--- config.mk ---
export PLATFORM = sky130hd
export DESIGN_NAME = fifo_rd_ctrl
export DESIGN_NICKNAME = d
export VERILOG_FILES = /design/src/rtl/fifo_rd_ctrl.sv
export SDC_FILE = /design/constraint.sdc
export NUM_CORES = 1
export LEC_CHECK = 0
export BUFFER_PORTS_ARGS = -buffer_cell sky130_fd_sc_hd__buf_2
export CAP_MARGIN = 0
export CORE_MARGIN = 2
export CORE_UTILIZATION = 45
export CTS_BUF_LIST = sky130_fd_sc_hd__clkbuf_4
export DETAILED_ROUTE_END_ITERATION = 12
export HOLD_SLACK_MARGIN = 0.03
export PLACE_DENSITY = 0.77
export SLEW_MARGIN = 20
export SYNTH_ARGS = -nofsm -noshare
export SYNTH_HDL_FRONTEND = slang
export SYNTH_SLANG_ARGS = --single-unit
--- constraint.sdc ---
create_clock -name r_clk -period 7 [get_ports r_clk]
set_input_delay 1.4 -clock r_clk [delete_from_list [all_inputs] [get_ports r_clk]]
set_output_delay 1.4 -clock r_clk [all_outputs]
set_load 0.01 [all_outputs]
--- src/rtl/fifo_rd_ctrl.sv ---
// fifo_rd_ctrl: read-side pointer, empty/almost-empty flags and occupancy for the async FIFO.
// Define FIFO_RD_UNDERFLOW_EN to add sticky underflow reporting with a saturating counter.
module fifo_rd_ctrl #(
    parameter int DEPTH         = 8,
    parameter int ADDR_WIDTH    = $clog2(DEPTH),
    parameter int AEMPTY_THRESH = 2
) (
    input  logic                  r_clk,
    input  logic                  r_rst,
    input  logic                  rinc,
    input  logic [ADDR_WIDTH:0]   rq2_wptr,
`ifdef FIFO_RD_UNDERFLOW_EN
    input  logic                  clr_err,
    output logic                  underflow,
    output logic [7:0]            underflow_cnt,
`endif
    output logic                  rd_en,
    output logic [ADDR_WIDTH-1:0] r_addr,
    output logic [ADDR_WIDTH:0]   rptr,
    output logic                  empty,
    output logic                  almost_empty,
    output logic [ADDR_WIDTH:0]   rd_level
);
    localparam int PW = ADDR_WIDTH + 1;

    logic [PW-1:0] rbin_q, rbin_d, rptr_q, rptr_d, level_q, level_d, wbin;
    logic          empty_q, empty_d, aempty_q, aempty_d;

    always_comb begin
        wbin = '0;
        for (int i = 0; i < PW; i++) wbin[i] = ^(rq2_wptr >> i);
        rbin_d   = rbin_q + PW'(rd_en);
        rptr_d   = (rbin_d >> 1) ^ rbin_d;
        empty_d  = rptr_d == rq2_wptr;
        // Full and empty differ only in the MSB, so modular subtraction yields 0..DEPTH.
        level_d  = wbin - rbin_d;
        aempty_d = level_d <= PW'(AEMPTY_THRESH);
    end

    always_ff @(posedge r_clk or negedge r_rst) begin
        if (!r_rst) begin
            rbin_q   <= '0;
            rptr_q   <= '0;
            level_q  <= '0;
            empty_q  <= 1'b1;
            aempty_q <= 1'b1;
        end else begin
            rbin_q   <= rbin_d;
            rptr_q   <= rptr_d;
            level_q  <= level_d;
            empty_q  <= empty_d;
            aempty_q <= aempty_d;
        end
    end

    assign rd_en        = rinc && !empty_q;
    assign r_addr       = rbin_q[ADDR_WIDTH-1:0];
    assign rptr         = rptr_q;
    assign empty        = empty_q;
    assign almost_empty = aempty_q;
    assign rd_level     = level_q;

`ifdef FIFO_RD_UNDERFLOW_EN
    logic       uf_q;
    logic [7:0] uf_cnt_q;

    // Clear takes priority over a coincident underflow.
    always_ff @(posedge r_clk or negedge r_rst) begin
        if (!r_rst) begin
            uf_q     <= 1'b0;
            uf_cnt_q <= '0;
        end else if (clr_err) begin
            uf_q     <= 1'b0;
            uf_cnt_q <= '0;
        end else if (rinc && empty_q) begin
            uf_q     <= 1'b1;
            uf_cnt_q <= uf_cnt_q + 8'(uf_cnt_q != 8'hFF);
        end
    end

    assign underflow     = uf_q;
    assign underflow_cnt = uf_cnt_q;
`endif
endmodule

== After elaboration in Yosys (flattened, before gate mapping) ==
Cells that the tools add are included.

* Bits in registers: 14
* Bits of input ports: 7
* Output and inout port bits: 14
* Word-level logic and storage cells: 16

* $add $sub $neg: 2
* Magnitude comparators: 1
* Eq/ne operators: 1
* Bitwise logic cells: 1
* Reduce and logical (&&, ||, !) cells: 6

{| class="wikitable"
|+ Operators with widths
! cell !! count
|-
| parity 4 bit || 4
|-
| adder 4 x 1 -> 4 bit || 1
|-
| == test 4 bit || 1
|-
| <= comparator 4 x 2 -> 1 bit, second input constant || 1
|-
| subtractor 4 bit || 1
|-
| XOR 3 x 4 -> 4 bit || 1
|-
| logical AND 1 bit || 1
|-
| zero test 1 bit || 1
|}

== Logic depth before layout (Yosys ltp) ==
Gate-level depths: netlist of the first run.

* Depth in word-level cells: 5
* Gate-level depth with buffers: 9
* Mapped depth without buffers: 9

== Worst setup path before layout of the first run ==
OpenSTA, ideal clock, no wires.

* Path kind: input-to-reg
* Start point: in rinc
* End point: reg aempty_q, in the netlist almost_empty
* Library setup time: 0.081 ns
* Data arrival time: 3.176 ns
* Data required time: 6.919 ns
* Path slack: 3.743 ns
* Stages on the path: 9
* Buffers on the path: 0
* Path through: nor2b_1 > ha_1 > ha_1 > xnor2_1 > ha_1 > a21bo_2 > o221ai_2 > xnor2_1 > a211oi_2

* Word-level cells in the longest chain between the ends: 4

{| class="wikitable"
|+ RTL lines
! item !! RTL line !! source
|-
| start: declaration || 10 || <nowiki>input logic rinc,</nowiki>
|-
| logical AND 1 bit || 56 || <nowiki>assign rd_en = rinc && !empty_q;</nowiki>
|-
| adder 4 x 1 -> 4 bit || 32 || <nowiki>rbin_d = rbin_q + PW'(rd_en);</nowiki>
|-
| subtractor 4 bit || 36 || <nowiki>level_d = wbin - rbin_d;</nowiki>
|-
| via level_d[3] || 26 || <nowiki>logic [PW-1:0] rbin_q, rbin_d, rptr_q, rptr_d, level_q, level_d, wbin;</nowiki>
|-
| <= comparator 4 x 2 -> 1 bit || 37 || <nowiki>aempty_d = level_d <= PW'(AEMPTY_THRESH);</nowiki>
|-
| via aempty_d || 27 || <nowiki>logic empty_q, empty_d, aempty_q, aempty_d;</nowiki>
|-
| end signal: assignment || 52 || <nowiki>aempty_q <= aempty_d;</nowiki>
|-
| end: declaration || 27 ||
|}

The timed path passes the listed nets, and every way through them passes these cells.

== Final worst setup path of the first run ==
* Start point: in rinc
* End point: out rd_en

* Word-level cells in the longest chain between the ends: 1

{| class="wikitable"
|+ RTL lines
! item !! RTL line !! source
|-
| logical AND 1 bit || 56 ||
|-
| end: declaration || 17 || <nowiki>output logic rd_en,</nowiki>
|}

No other way between the ends.

==> results of run 1 <==
## per-stage QoR
step	hold slack (ps)	setup slack, ps
final	546	3830
after global routing	589	3700
after CTS	554	3820
after detailed placement	544	3550
after global placement	546	3610
after floorplan	577	3740
## registers in the layout (all words and copies together) (netlist names)
register and count:
almost_empty 1, empty 1, rbin_q 4, rd_level 4, rptr 3
## area by class of cell
cell class / instances / share of cell area [%]
clock buffers: 4 / 3.69
well taps: 15 / 2.31
flip-flops and latches: 13 / 40.3
repair buffers: 20 / 12.3
multi-input cells: 34 / 39.5
inverters: 4 / 1.85
## cell families (layout without fill, tap and decap cells)
| family | Yosys count | after routing |
|---|---|---|
| AOI/OAI and AO/OA | 5 | 5 |
| muxes | 1 | 1 |
| xor gates and xnor gates | 17 | 17 |
| adders and majority gates | 5 | 5 |
| buffers and inverters | 5 | 28 |
| DFF | 13 | 13 |
| and+or+nand+nor | 6 | 6 |
## worst paths after layout
check	from	cells after the start	end
min reg2reg	rbin_q[3]$_DFF_PN0_	1	rbin_q[3]$_DFF_PN0_
max in group asynchronous	r_rst	1	almost_empty$_DFF_PN1_
min in group asynchronous	r_rst	1	rptr[2]$_DFF_PN0_
max reg2reg	empty$_DFF_PN1_	9	almost_empty$_DFF_PN1_
max	rinc	3	rd_en
min	rbin_q[3]$_DFF_PN0_	1	rbin_q[3]$_DFF_PN0_
## cells in the final DEF (no fill, tap or decap)
| cell | count |
|---|---|
| nor2b_1 | 1 |
| and2_1 | 1 |
| o221ai_2 | 1 |
| nor3_1 | 1 |
| nand2b_1 | 1 |
| a21boi_0 | 1 |
| mux2i_1 | 1 |
| xnor2_1 | 8 |
| o21bai_1 | 1 |
| inv_1 | 4 |
| a211oi_2 | 1 |
| dfstp_2 | 2 |
| ha_1 | 5 |
| nand3_1 | 1 |
| a21bo_2 | 1 |
| xor2_1 | 8 |
| xnor3_2 | 1 |
| clkbuf_4 | 4 |
| dfrtp_1 | 11 |
| nor2_1 | 1 |
| buf_2 | 20 |
## worst max-delay path: stages
cell and delay [ps]:
buf_2 70, nor2b_1 150, buf_2 150
## power breakdown
group          switching (mW)  internal, mW  total (mW)
logic                   0.145         0.126       0.271
clock network          0.0209        0.0259      0.0467
registers              0.0163         0.118       0.134
total                   0.183         0.270       0.452
## routing by layer
| layer | vias to the layer above | wire (um) | GRT usage (%) |
|---|---|---|---|
| met3 | 2 | 57 | 2.16 |
| met5 | - | 0 | 0 |
| met2 | 16 | 498 | 21.5 |
| met4 | 0 | 17 | 7.50 |
| met1 | 197 | 474 | 18.8 |
| li1 | 218 | - | - |
## Yosys cell counts
| cell | number | area [um2] |
|---|---|---|
| nor3_1 | 1 | 5.00 |
| nand2b_1 | 1 | 6.26 |
| ha_1 | 5 | 62.6 |
| xnor3_2 | 1 | 23.8 |
| o221ai_2 | 1 | 15.0 |
| nand3_1 | 1 | 5.00 |
| xor2_1 | 8 | 70.1 |
| dfrtp_1 | 11 | 275 |
| a211oi_2 | 1 | 12.5 |
| nor2b_1 | 1 | 6.26 |
| nor2_1 | 1 | 3.75 |
| xnor2_1 | 8 | 70.1 |
| clkbuf_1 | 1 | 3.75 |
| inv_1 | 4 | 15.0 |
| a21bo_2 | 1 | 10.0 |
| a21boi_0 | 1 | 7.51 |
| mux2i_1 | 1 | 10.0 |
| o21bai_1 | 1 | 7.51 |
| dfstp_2 | 2 | 52.6 |
| and2_1 | 1 | 6.26 |
==> impl_results.md, run 1 <==
* Initial core utilization at 49.5%
* Number of synthesized register bits at 13
* Routed via count at ~430
* Clk slew on worst S/H paths at roughly 70 ps
* Worst EP required at 5600 ps
* Ant. Diodes at 0
* Xor/xnor share of the synthesized area at between 20 and 25%
* Fmax at between 300 and 400 MHz
* Core area at 0.00135 mm2
* Setup TNS at 0 ps
* Mux cell area share after synthesis at around 1.5%
* Adder-cell share of the synthesized area at 9.36%
* CTS Buf Count at 3
* Largest net degree at the start of global routing at 14
* Final period util at 45.3%
* Worst Setup Start Kind: primary input
* Util after Layout at 60.2%
* Final instance area at a little over 800 um2
* Synth Area in Simple Gates at between 4 and 5%
* Placed cell count at 86
* Outcome: completed
* Initial antenna violation count at 0
* Hpwl dp at just under 900 um
* Worst IR Drop VDD at approximately 270 uV
* Yosys warns at 0
* Maximum capacitance violations at 0
* I/O pins at 21
* Power Density at 556 mW/mm2
* Vias per inst at between 4 and 5
* Skew-Pair Late Insertion Delay at ~260 ps
* Crit Path Class: in -> out
* Nets at 88
* Hold_buf cts at 0
* Drt wl/cell at approximately 12 um
* Final min period at around 3200 ps
* Min-delay worst type: reg -> reg
* Synth cell types at 20
* Non-Filler Instances at 90
* Clock skew at between 2 and 2.5 ps
* Vias in the first global route at 424
* Sequential area share after synthesis at between 40% and 50%
* Final antenna-violating net count at 0
* Static Leakage at between 0.4 and 0.5 nW
* Drt first pass iters at 2
* Post-DP Area at about 780 um2
* Final GP Congestion at around 0.73
* Final setup vio count at 0
* Area grow syn2layout at 21.7%
* Syn nets at 64
* Worst-Margin Slew at 338 ps
* Total Routing Usage GR at 14.0%
* Largest family of logic cells by synthesized area: XOR/XNOR gates
* CTS sink cnt at 13
* Register Area at approximately 330 um2
* Max-slew headroom at slightly below 80%
* Final Hold Viols at 0
* RSZ-0062 raised after global routing: no
* DIE HEIGHT at ~43 um
* Post-CTS Setup Inserts at 0
* Drt total wl at around 1000 um
* Critical Path Fanout Max at 2
* Post-synthesis cell area at approximately 670 um2
* Port buffer count at 20
* Compound-cell area share of the yosys netlist at 7.87%
* Layout cells sized above 1 at between 40% and 50%
* Critical path capture point type: primary output
* Layout fillers at between 100 and 150
* First-pass GRT wire length at 1880 um
* PostCTS Resize Cnt at 0
* Row cnt at 13
* Cells after Synth at 52
* Clock H-tree levels at 1
* Fin. max-slew vios at 0
* Multi-input gate area at 322 um2
* Worst path arrival time at between 1500 and 2000 ps
* Power Total at roughly 450 uW
* Die area at 0.00181 mm2
* Die W at between 40 and 50 um
* Synth Area per Inst at 12.8 um2
* CTS Root Cell: clkbuf_4
* DRT iter0 DRCs at 1
* Final global-route overflow total at 0
* CTS tree: done
* CTS Buffer Depth at 2
* Flop-to-flop setup slack at approximately 4600 ps
* DRC at 0
(Power assumes the default switching activity.)
==> run 2: changes to the inputs <==
==> constraint.sdc (replaced) <==
create_clock -name r_clk -period 2.95 [get_ports r_clk]
set_input_delay 0.59 -clock r_clk [delete_from_list [all_inputs] [get_ports r_clk]]
set_output_delay 0.59 -clock r_clk [all_outputs]
set_load 0.01 [all_outputs]
==> impl_results.md, run 2 (synthesized netlist as in run 1, its figures left out) <==
* Net Sw Frac at around two fifths
* DRC at 0
* Worst path buffer plus inverter count at 0
* Layout cells sized above 1 at between 40% and 50%
* DRT iter0 DRCs at 4
* Util after Layout at approximately three fifths
* Flop pwr share at roughly 30%
* Nets at just under 90
* Clock Power Share at a little over a tenth
* Worst EP required at roughly 3100 ps
* DIE HEIGHT at approximately 43 um
* Crit Path Class: reg -> reg
* Vias in the first global route at 461
* Fin. max-slew vios at 0
* Crit path largest cell delay at about 530 ps
* Maximum capacitance violations at 0
* Post-CTS Setup Inserts at 0
* Commonest non-fill, non-tap cell in the layout: buf_2
* Flop-to-flop setup slack at ~540 ps
* Power Density at 1320 mW/mm2
* Worst-path cell chain: nor2b_1 > ha_1 > ha_1 > xnor2_1 > ha_1 > a21bo_2 > o221ai_2 > xnor2_1 > a211oi_2
* Worst IR Drop VDD at 598 uV
* Final Hold Viols at 0
* CTS Buf Count at 3
* PostCTS Resize Cnt at 0
* Port buffer count at 20
* First-pass GRT wire length at 1940 um
* Min-delay worst type: in -> async
* Fmax at 416 MHz
* Comb pwr share at 59.7%
* Hpwl dp at about 840 um
* Largest net degree at the start of global routing at 14
* Clk slew on worst S/H paths at around 80 ps
* Die area at approximately 0.0018 mm2
* Drt total wl at 1050 um
* Routed via count at ~450
* Final GP Congestion at approximately 0.8
* Int Pwr at around 640 uW
* Drt first pass iters at 2
* Critical path's top delay family: adder cells
* Worst path arrival time at approximately 2600 ps
* CTS Buffer Depth at 2
* Initial antenna violation count at 0
* CTS sink cnt at 13
* Hold_buf cts at 0
* Setup TNS at 0 ps
* Final antenna-violating net count at 0
* FF-to-FF End: almost_empty$_DFF_PN1_
* Final global-route overflow total at 0
* Total Routing Usage GR at 14.1%
* Final min period at about 2400 ps
* Static Leakage at ~0.40 nW
* Slowest cell on crit path: dfstp_2
* Outcome: completed
* RSZ-0062 raised after global routing: no
* Most frequent cells in the layout: 20 x buf_2, 11 x dfrtp_1, 8 x xnor2_1, 8 x xor2_1, 5 x ha_1
* Worst r2r src: empty$_DFF_PN1_
* Worst Setup Start Kind: flop
* Max-slew headroom at a little under 80%
* Switching Power at approximately 440 uW
* Die W at approximately 43 um
* Critical Path Fanout Max at 3
* Final period util at about four fifths
* Layout fillers at 112
* I/O pins at 21
* Critical path capture point type: flop
* Skew-Pair Late Insertion Delay at 260 ps
* Drt wl/cell at 11.6 um
* Clock skew at 2.67 ps
* Row cnt at 13
* Core area at 0.00135 mm2
* Clock H-tree levels at 1
* Initial core utilization at 49.5%
* Placed cell count at 86
* CTS tree: done
* Non-Filler Instances at 90
* Worst reg2reg path depth at 9
* Worst path most repeated cell: ha_1
* CTS Root Cell: clkbuf_4
* Vias per inst at 4.94
* Ant. Diodes at 0
* Area grow syn2layout at 21.7%
* Worst-Margin Slew at between 300 and 400 ps
* Final setup vio count at 0
[run 2: cell counts in the layout (fill, tap and decap cells not counted)]
Identical to the previous run, type by type.
[run 2: worst register-to-register path: stages (launching register included)]
cell	delay, ps
dfstp_2	530
nor2b_1	50
ha_1	220
ha_1	240
xnor2_1	290
ha_1	320
a21bo_2	210
o221ai_2	100
xnor2_1	170
a211oi_2	200
[run 2: final cells by class]
type | instances | area [um2] | area share (%)
sequential | 13 | 328 | 40.3
multi-input combinational | 34 | 322 | 39.5
timing repair buffer | 20 | 100 | 12.3
clock buffer | 4 | 30.0 | 3.69
tap | 15 | 18.8 | 2.31
inverter | 4 | 15.0 | 1.85
[run 2: per-layer routing]
layer / global-route usage (%) / up-vias / routed length [um]
met3: 2.16 / 2 / 60
li1: - / 217 / -
met4: 5.63 / 0 / 17
met5: 0 / - / 0
met2: 25.5 / 16 / 487
met1: 16.5 / 210 / 483
[run 2: per-stage QoR]
stage	hold WS, ps	total power [mW]	instance area (um2)	setup slack, ps
finish	194	1.08	813	545
global route	211	1.18	813	387
CTS	195	1.09	813	535
detailed placement	483	0.975	783	334
global placement	477	0.961	783	351
floorplan	294	0.802	668	503
[run 2: power by group through the flow]
| stage | Clock, mW | Combinational [mW] | Sequential [mW] |
|---|---|---|---|
| after detailed placement | 0 | 0.652 | 0.323 |
| after floorplan | 0 | 0.433 | 0.369 |
| after CTS | 0.117 | 0.656 | 0.321 |
| after global placement | 0 | 0.639 | 0.321 |
| after global routing | 0.123 | 0.721 | 0.331 |
| final | 0.114 | 0.643 | 0.320 |
[run 2: worst max path at each step]
stage / from / end / slack (ps) / cells past startpoint
2_1_floorplan: rinc / almost_empty$_DFF_PN1_ / 500 / 9
3_3_place_gp: rinc / almost_empty$_DFF_PN1_ / 350 / 10
3_5_place_dp: rinc / almost_empty$_DFF_PN1_ / 330 / 10
6_report: empty$_DFF_PN1_ / almost_empty$_DFF_PN1_ / 540 / 9
5_1_grt: empty$_DFF_PN1_ / almost_empty$_DFF_PN1_ / 390 / 9
4_1_cts: empty$_DFF_PN1_ / almost_empty$_DFF_PN1_ / 530 / 9
